`src/rtl/state_sram_reader.sv`:
```
// Streams the initial state plus seq_lens generated states out of the state SRAM over valid/ready.
// Optional running checksum port enabled by defining STATE_SRAM_READER_CHECKSUM_EN.
module state_sram_reader #(
    parameter int unsigned DATA_WIDTH = 32,
    parameter int unsigned ADDR_WIDTH = 16,
    parameter int unsigned STATE_DIM  = 13,
    parameter int unsigned BASE_ADDR  = 0,
    parameter int unsigned MAX_WORDS  = 780
) (
    input  logic                  clk,
    input  logic                  rst,
    input  logic                  start,
    input  logic [5:0]            seq_lens,
    output logic [ADDR_WIDTH-1:0] sram_addr,
    output logic                  sram_en,
    input  logic [DATA_WIDTH-1:0] sram_rdata,
    output logic                  out_valid,
    input  logic                  out_ready,
    output logic [DATA_WIDTH-1:0] out_data,
    output logic                  out_last,
    output logic                  busy,
    output logic                  done,
    output logic                  overflow
`ifdef STATE_SRAM_READER_CHECKSUM_EN
    ,
    output logic [DATA_WIDTH-1:0] checksum
`endif
);

    localparam int unsigned CNT_W = 11;

    typedef enum logic [1:0] {
        IDLE  = 2'd0,
        READ  = 2'd1,
        DRAIN = 2'd2
    } state_t;

    state_t                state, state_n;
    logic [CNT_W-1:0]      n_words, n_words_n;
    logic [CNT_W-1:0]      issue_cnt, issue_cnt_n;
    logic [CNT_W-1:0]      out_idx, out_idx_n;
    logic [DATA_WIDTH-1:0] fifo_data [2];
    logic [1:0]            fifo_cnt, fifo_cnt_n;
    logic                  rd_ptr, rd_ptr_n;
    logic                  wr_ptr, wr_ptr_n;
    logic                  inflight, inflight_n;
    logic [ADDR_WIDTH-1:0] sram_addr_n;
    logic                  sram_en_n;
    logic                  out_valid_n, out_last_n;
    logic                  busy_n, done_n, overflow_n;
    logic                  pop, bypass, pop_fifo, push, can_issue;
    logic [CNT_W-1:0]      req_words;
`ifdef STATE_SRAM_READER_CHECKSUM_EN
    logic [DATA_WIDTH-1:0] checksum_n;
`endif

    // Head of stream: oldest buffered word, else the read landing this cycle.
    assign out_data = (fifo_cnt != 2'd0) ? fifo_data[rd_ptr]
                    : (inflight ? sram_rdata : '0);

    always_ff @(posedge clk) begin
        if (rst) begin
            state        <= IDLE;
            n_words      <= '0;
            issue_cnt    <= '0;
            out_idx      <= '0;
            fifo_data[0] <= '0;
            fifo_data[1] <= '0;
            fifo_cnt     <= '0;
            rd_ptr       <= 1'b0;
            wr_ptr       <= 1'b0;
            inflight     <= 1'b0;
            sram_addr    <= ADDR_WIDTH'(BASE_ADDR);
            sram_en      <= 1'b0;
            out_valid    <= 1'b0;
            out_last     <= 1'b0;
            busy         <= 1'b0;
            done         <= 1'b0;
            overflow     <= 1'b0;
`ifdef STATE_SRAM_READER_CHECKSUM_EN
            checksum     <= '0;
`endif
        end else begin
            state     <= state_n;
            n_words   <= n_words_n;
            issue_cnt <= issue_cnt_n;
            out_idx   <= out_idx_n;
            if (push) begin
                fifo_data[wr_ptr] <= sram_rdata;
            end
            fifo_cnt  <= fifo_cnt_n;
            rd_ptr    <= rd_ptr_n;
            wr_ptr    <= wr_ptr_n;
            inflight  <= inflight_n;
            sram_addr <= sram_addr_n;
            sram_en   <= sram_en_n;
            out_valid <= out_valid_n;
            out_last  <= out_last_n;
            busy      <= busy_n;
            done      <= done_n;
            overflow  <= overflow_n;
`ifdef STATE_SRAM_READER_CHECKSUM_EN
            checksum  <= checksum_n;
`endif
        end
    end

    always_comb begin
        state_n     = state;
        n_words_n   = n_words;
        issue_cnt_n = issue_cnt;
        out_idx_n   = out_idx;
        rd_ptr_n    = rd_ptr;
        wr_ptr_n    = wr_ptr;
        sram_addr_n = sram_addr;
        sram_en_n   = 1'b0;
        done_n      = 1'b0;
        overflow_n  = overflow;
`ifdef STATE_SRAM_READER_CHECKSUM_EN
        checksum_n  = checksum;
`endif

        // An empty FIFO with a handshake consumes the landing read word directly.
        pop      = out_valid & out_ready;
        bypass   = pop & (fifo_cnt == 2'd0);
        pop_fifo = pop & ~bypass;
        push     = inflight & ~bypass;
        if (pop_fifo) rd_ptr_n = ~rd_ptr;
        if (push)     wr_ptr_n = ~wr_ptr;
        fifo_cnt_n = fifo_cnt + 2'(push) - 2'(pop_fifo);
        inflight_n = sram_en;

        // Words owed to the consumer (buffered + landing + being read) must stay within 2.
        can_issue = (3'(fifo_cnt) + 3'(inflight) + 3'(sram_en)) < (3'd2 + 3'(pop));

        req_words = CNT_W'((CNT_W'(seq_lens) + CNT_W'(1)) * CNT_W'(STATE_DIM));

        if (pop) begin
            out_idx_n = (out_idx == n_words - CNT_W'(1)) ? '0 : out_idx + CNT_W'(1);
`ifdef STATE_SRAM_READER_CHECKSUM_EN
            checksum_n = checksum + out_data;
`endif
        end

        case (state)
            IDLE: begin
                if (start) begin
                    if (req_words > CNT_W'(MAX_WORDS)) begin
                        n_words_n  = CNT_W'(MAX_WORDS);
                        overflow_n = 1'b1;
                    end else begin
                        n_words_n  = req_words;
                        overflow_n = 1'b0;
                    end
                    sram_en_n   = 1'b1;
                    sram_addr_n = ADDR_WIDTH'(BASE_ADDR);
                    issue_cnt_n = CNT_W'(1);
                    out_idx_n   = '0;
                    state_n     = READ;
`ifdef STATE_SRAM_READER_CHECKSUM_EN
                    checksum_n  = '0;
`endif
                end
            end
            READ: begin
                if (can_issue) begin
                    sram_en_n   = 1'b1;
                    sram_addr_n = ADDR_WIDTH'(BASE_ADDR) + ADDR_WIDTH'(issue_cnt);
                    issue_cnt_n = issue_cnt + CNT_W'(1);
                    if (issue_cnt == n_words - CNT_W'(1)) state_n = DRAIN;
                end
            end
            DRAIN: begin
                if (pop && out_last) begin
                    state_n = IDLE;
                    done_n  = 1'b1;
                end
            end
            default: state_n = IDLE;
        endcase

        busy_n      = (state_n != IDLE);
        out_valid_n = (fifo_cnt_n != 2'd0) | inflight_n;
        out_last_n  = out_valid_n & (out_idx_n == n_words_n - CNT_W'(1));
    end

endmodule
```
`config.mk`:
```
export PLATFORM = sky130hd
export DESIGN_NAME = state_sram_reader
export DESIGN_NICKNAME = d
export VERILOG_FILES = /design/src/rtl/state_sram_reader.sv
export SDC_FILE = /design/constraint.sdc
export NUM_CORES = 1
export LEC_CHECK = 0
export CAP_MARGIN = 20
export CORE_MARGIN = 2
export CORE_UTILIZATION = 30
export DETAILED_ROUTE_END_ITERATION = 8
export GPL_TIMING_DRIVEN = 0
export PLACE_DENSITY = 0.52
export SYNTH_ARGS = -nofsm -noshare
export SYNTH_HDL_FRONTEND = slang
export SYNTH_SLANG_ARGS = --single-unit
```
`constraint.sdc`:
```
create_clock -name clk -period 7.73 [get_ports clk]
set_clock_uncertainty 0.2 [all_clocks]
set_input_delay 1.1595 -clock clk [delete_from_list [all_inputs] [get_ports clk]]
set_output_delay 1.1595 -clock clk [all_outputs]
set_load 0.005 [all_outputs]
```
* After elaboration in Yosys (flattened, before gate mapping)
Memories as Yosys holds them, arrays and structs flattened. A register that Yosys moved wholly into a read port is not among the register bits.
Index checks and enable logic that the tools add are counted.
Widths: inputs -> output; s select.
** Word-level totals
- Memories :: 1
- Register bits :: 62
- Bits of input ports :: 42
- Word-level logic and storage cells :: 92
- Output and inout bits :: 54
- RAM bits :: 64
** Operators by class
- Magnitude comparators :: 2
- Reductions and logical operators :: 11
- Add/sub/neg operators :: 10
- Equal/unequal tests :: 7
- Multipliers :: 1
- Bitwise operators :: 10
- Mux-type cells :: 35
** Memories
- fifo_data :: depth 2, width 32, read ports 1, clocked after memory_dff 1, wr ports 2, line 42 : logic [DATA_WIDTH-1:0] fifo_data [2];
** Operators with widths (count)
- $mux 11 :: 9
- $mux 32 :: 3
- $eq 11x11->1 :: 3
- $mux 16 :: 2
- $pmux 16 s2 :: 1
- $reduce_or 32->1 :: 1
- $add 11x1->11 const B :: 2
- $pmux 11 s2 :: 1
- $sub 11x1->11 const B :: 2
- $mux 1 :: 13
- $gt 11x10->1 const B :: 1
- $mul 7x4->11 const B :: 1
- $mux 2 :: 4
- $reduce_bool 2->1 :: 4
- $add 6x1->7 const B :: 1
- $pmux 2 s3 :: 1
- $and 1x1->1 :: 5
- $logic_not 2->1 :: 2
- $ne 2x2->1 const B :: 2
- $not 1->1 :: 4
- $add 2x1->3 :: 1
- $add 2x1->3 const A :: 1
- $add 3x1->3 :: 1
- $lt 3x3->1 :: 1
- other kinds (10) :: 10

* Depth between registers and ports, before layout
- Word-level depth :: 9
- Mapped depth :: 25
- Depth with buffers taken out :: 24

* Worst setup path before layout
No wires, ideal clock.
- Path type :: input port to flip-flop
- Start :: input port seq_lens[0]
- End :: register out_last
- Arrival :: 5.899 ns
- Stages :: 22
- Data required time :: 7.444 ns
- Slack :: 1.544 ns
- Library setup time :: 0.086 ns
- Path buffers :: 1
- Cells stage by stage :: clkbuf_1 nand3_1 xor2_1 xnor2_1 fa_1 inv_1 ha_1 or2_2 a21o_1 a21oi_1 a311oi_1 o21ai_1 nand2_1 ha_1 a21oi_1 nand4_1 and4b_1 nor3_1 xnor2_1 o2111ai_1 a2111o_1 a221oi_2
** Between the ends
- Longest elaborated chain between the ends :: 9
** Ends and longest elaborated chain
- start, declared :: line 13 : input logic [5:0] seq_lens,
- $add 6x1->7 (*) :: line 136 : req_words = CNT_W'((CNT_W'(seq_lens) + CNT_W'(1)) * CNT_W'(STATE_DIM));
- $mul 7x4->11 (*) :: line 136
- $gt 11x10->1 :: line 148 : if (req_words > CNT_W'(MAX_WORDS)) begin
- $mux 11 (*) :: line 148
- $mux 11 (*) :: line 147 : if (start) begin
- $mux 11 (*) :: line 145 : case (state)
- $sub 11x1->11 (*) :: line 184 : out_last_n = out_valid_n & (out_idx_n == n_words_n - CNT_W'(1));
- $eq 11x11->1 (*) :: line 184
- $and 1x1->1 (*) :: line 184
- end signal, assigned :: line 98 : out_last <= out_last_n;
- end, declared :: line 20 : output logic out_last,
Every way passes the cells marked *; elsewhere a longest branch is shown, timed or not.
A chain may end at the register's enable or synchronous reset.

* Worst setup path in the final report
Same ends and word-level chain as after synthesis.

==> results.txt <==
----------------------------------------------------
[STA]
  Tightest Pin Transition ... 0.8809 ns
  Tightest slew margin relative to the limit ... 41.27%
  Count of final setup violators ... 0
  Hold Vio Cnt, Final ... 0
  Part of the cycle the worst path needs ... 92.65%
  Highest clock frequency the design can meet ... 0.1396 GHz
  Shortest clock period the worst path allows after layout ... 7.162 ns
  Setup repair after global routing missed its margin ... no
  Tightest hold margin ... 0.2549 ns
  Max Slew Vio Count ... 0

[Finish]
  Fraction of final layout cells sized beyond drive strength 1 ... 6.508%
  Final layout net count ... 1025
  Number of inserted filler cells in the final layout ... 2559
  Area growth syn-to-layout ... 25.57%
  Total inserted antenna cells ... 0

[Synthesis]
  Top area cells in the synthesized netlist ... sky130_fd_sc_hd__edfxtp_1 (25%), sky130_fd_sc_hd__dfxtp_1 (15%), sky130_fd_sc_hd__and2_1 (5.5%)
  Top FF cell, synth ... sky130_fd_sc_hd__edfxtp_1
  EDFF count, synth ... 64
  Proportion of synthesized chip area in sequential cells ... 40.42%
  Total standard cell area after synthesis ... 7627 um^2
  Commonest cells post-synth ... sky130_fd_sc_hd__and2_1 (67), sky130_fd_sc_hd__edfxtp_1 (64), sky130_fd_sc_hd__nand3_1 (62), sky130_fd_sc_hd__nor2_1 (62), sky130_fd_sc_hd__dfxtp_1 (58)
  Synthesis-stage register bit count ... 122
  Synthesized area per cell ... 9.069 um^2
  Ys Warns ... 0
  Number of instances in the synthesized netlist ... 841
  Ys async rst share ... 0%
  Library cells used by synthesis ... 73
  Most numerous cell in the Yosys netlist ... sky130_fd_sc_hd__and2_1
  Largest area contributor in the synthesized netlist ... sky130_fd_sc_hd__edfxtp_1
  Top cell type's share of synthesized area ... 25.20%

[Routing]
  Detailed-route vias per instance ... 4.974
  Routed wirelength normalized by instance count ... 16.34 um
  Routed vias ... 6456
  Total detailed-routing wirelength ... 21210 um
  Pre-Repair DR Iteration Count ... 7
  Remaining antenna violation count after routing ... 0
  Number of remaining DRC errors ... 0
  Violation count after the first detailed-routing iteration ... 437

[CTS]
  Number of hold-repair buffers added at the cts stage ... 0
  Clock sink count ... 122
  Cell at the root of the clock tree ... sky130_fd_sc_hd__clkbuf_16
  Buffer levels on the longest clock path ... 2
  Total CTS buffers ... 17
  Number of setup buffers added after CTS ... 0
  Latest clock arrival within the worst-skew pair ... 0.43 ns
  Clock transition at the register clock pins on the worst setup and hold paths after CTS ... 0.07 ns
  Post-CTS resize count ... 0
  # H-tree levels ... 4
  CTS tree ... yes

[Placement]
  Routability cong. ... 0.8340
  Port bufs ... 90
  Half-perimeter wire length after placement ... 15690 um

[Pwr]
  Leakage power ... 0.003452 uW
  Part of the power in combinational logic ... 29.4%
  Pwr Density ... 224.2 nW/um^2
  Cell internal pwr ... 1424 uW
  Fraction of power spent switching nets ... 33.69%
  Sequential share of power ... 34.0%
  Switch Pwr ... 723.5 uW
  Clk pwr share ... 36.7%
  Total Power ... 2147 uW
  VDD IR max ... 0.0001503 V

[Worst setup path]
  Kind of critical path ... primary input to flop
  Worst endpoint required time ... 7.87 ns
  Data arrival at the endpoint of the critical path ... 7.31 ns
  Crit start category ... primary input
  Nature of the critical path endpoint ... flop
  Biggest fanout along the worst timing path ... 8

[GRT]
  Vias in the first global route ... 6199
  Wire length of the first global-routing pass ... 33290 um
  Total global routing track utilization ... 16.11%
  Total congestion overflow ... 0
  Largest net degree at the start of global routing ... 33
  Met2 capacity usage during global routing ... 25.47%
  Busiest layer in global routing ... met2
  Antenna violations before repair ... 0
  GR met3 Demand/Resource ... 3.149%
  Global Route met1 Usage ... 22.02%

[Floorplan]
  Number of top-level pins ... 96
  Placeable core region ... 25040 um^2
  Number of placement rows ... 58
  Full die area ... 26720 um^2
  Vertical die dimension ... 163.5 um
  Initial cell density of the core ... 30.46%
  Die X-Extent ... 163.5 um

[Min path]
  Type of the tightest min-delay check ... flop to flop

[Flow run]
  Number of max-capacitance violations reported ... 0

[Outcome]
  Status ... finished clean

----------------------------------------------------
## layout make-up
type | instances | area [um^2] | share of cell area (%)
Buffer | 60 | 265.3 | 2.769
Clock buffer | 17 | 425.4 | 4.442
Clock inverter | 15 | 153.9 | 1.607
Inverter | 26 | 97.59 | 1.019
Multi-Input combinational cell | 637 | 4212 | 43.97
Sequential cell | 122 | 3083 | 32.19
Tap cell | 330 | 412.9 | 4.311
Timing Repair Buffer | 91 | 928.4 | 9.693
## power by group through the flow
| stage | clock network [uW] | registers (uW) | logic, uW |
|---|---|---|---|
| after floorplan | 0 | 740 | 431 |
| after global placement | 0 | 744 | 619 |
| after detailed placement | 0 | 743 | 624 |
| after CTS | 801 | 729 | 627 |
| after global routing | 831 | 732 | 698 |
| final | 788 | 729 | 630 |
## stage by stage
stage / cells / util [%] / TNS [ns] / cell area, um^2 / worst slack (ns)
after floorplan: 845 / - / 0 / 7642 / 1.544
after global placement: 1265 / 35.77 / -0.03600 / 8956 / -0.03600
after detailed placement: 1266 / 35.93 / 0 / 8995 / 0.02351
after CTS: 1298 / 38.24 / 0 / 9574 / 0.4616
after global routing: 1298 / 38.26 / 0 / 9578 / 0.05131
final: 1298 / 38.26 / 0 / 9578 / 0.5684
## per-layer routing
layer | routed length (um) | up-vias
met5 | 0 | -
met4 | 374 | 0
met3 | 947 | 23
met2 | 9551 | 151
met1 | 10340 | 3050
li1 | - | 3232
## flip-flops by register name, summed over array words and instances (netlist names), 2 cells and up, named ones only
name	flops
fifo_data	64
n_words	11
state	2
sram_addr	11
out_idx	11
fifo_cnt	2
issue_cnt	11
## critical path, cell delays in order
cell,delay [ns]
sky130_fd_sc_hd__clkdlybuf4s50_1,0.48
sky130_fd_sc_hd__clkbuf_1,0.29
sky130_fd_sc_hd__nand3_1,0.17
sky130_fd_sc_hd__xor2_1,0.43
sky130_fd_sc_hd__xnor2_1,0.17
sky130_fd_sc_hd__fa_1,0.55
sky130_fd_sc_hd__inv_1,0.04
sky130_fd_sc_hd__ha_1,0.34
sky130_fd_sc_hd__or2_2,0.32
sky130_fd_sc_hd__a21o_1,0.20
sky130_fd_sc_hd__a21oi_1,0.37
sky130_fd_sc_hd__a311oi_1,0.25
sky130_fd_sc_hd__o21ai_2,0.38
sky130_fd_sc_hd__nand2_1,0.23
sky130_fd_sc_hd__ha_1,0.37
sky130_fd_sc_hd__nand3_1,0.10
sky130_fd_sc_hd__o21ai_0,0.08
sky130_fd_sc_hd__nand2_1,0.09
sky130_fd_sc_hd__o221ai_1,0.11
sky130_fd_sc_hd__nor3_1,0.31
sky130_fd_sc_hd__xnor2_1,0.18
sky130_fd_sc_hd__o2111ai_1,0.13
sky130_fd_sc_hd__a2111o_1,0.38
sky130_fd_sc_hd__a221oi_2,0.17
## layout by cell type (no fill, tap or decap), types with 6 or more instances in the layout
cell | netlist | layout
sky130_fd_sc_hd__a21o_1 | 6 | 6
sky130_fd_sc_hd__a21oi_1 | 44 | 44
sky130_fd_sc_hd__a31oi_1 | 8 | 8
sky130_fd_sc_hd__and2_1 | 67 | 67
sky130_fd_sc_hd__and3_1 | 7 | 7
sky130_fd_sc_hd__buf_1 | 7 | 7
sky130_fd_sc_hd__clkbuf_1 | 41 | 41
sky130_fd_sc_hd__clkbuf_16 | 0 | 17
sky130_fd_sc_hd__clkdlybuf4s50_1 | 0 | 90
sky130_fd_sc_hd__dfxtp_1 | 58 | 58
sky130_fd_sc_hd__edfxtp_1 | 64 | 64
sky130_fd_sc_hd__ha_1 | 24 | 24
sky130_fd_sc_hd__inv_1 | 26 | 26
sky130_fd_sc_hd__mux2i_1 | 36 | 36
sky130_fd_sc_hd__nand2_1 | 52 | 52
sky130_fd_sc_hd__nand2b_1 | 8 | 8
sky130_fd_sc_hd__nand3_1 | 62 | 62
sky130_fd_sc_hd__nand4_1 | 13 | 13
sky130_fd_sc_hd__nor2_1 | 62 | 62
sky130_fd_sc_hd__nor2b_1 | 7 | 7
sky130_fd_sc_hd__nor3_1 | 15 | 15
sky130_fd_sc_hd__nor4_1 | 7 | 7
sky130_fd_sc_hd__o21ai_0 | 48 | 48
sky130_fd_sc_hd__or2_2 | 6 | 6
sky130_fd_sc_hd__or3_1 | 6 | 6
sky130_fd_sc_hd__xnor2_1 | 37 | 37
sky130_fd_sc_hd__xor2_1 | 33 | 33
## worst paths after layout
kind / to / slack, ns / depth (start not counted) / startpoint
max: out_last / 0.57 / 24 / seq_lens[0]
min: sram_addr[3] / 0.25 / 2 / sram_addr[3]
max reg2reg: out_last / 3.22 / 14 / state[1]
min reg2reg: sram_addr[3] / 0.25 / 2 / sram_addr[3]
## logic make-up (layout without fill, tap and decap cells)
group / count (synthesis) / in the layout / share of synthesized area (%)
other: 1 / 5 / 0.04917
XOR/XNOR: 70 / 70 / 8.038
multiplexers: 36 / 36 / 4.724
AND/OR/NAND/NOR: 337 / 337 / 23.67
adder cells (fa/ha/maj): 28 / 28 / 4.987
AO/OA/AOI/OAI: 161 / 161 / 13.35
buffers and inverters: 86 / 209 / 4.757
flip-flops: 122 / 122 / 40.42
No activity file was read; power rests on OpenSTA's default activity.
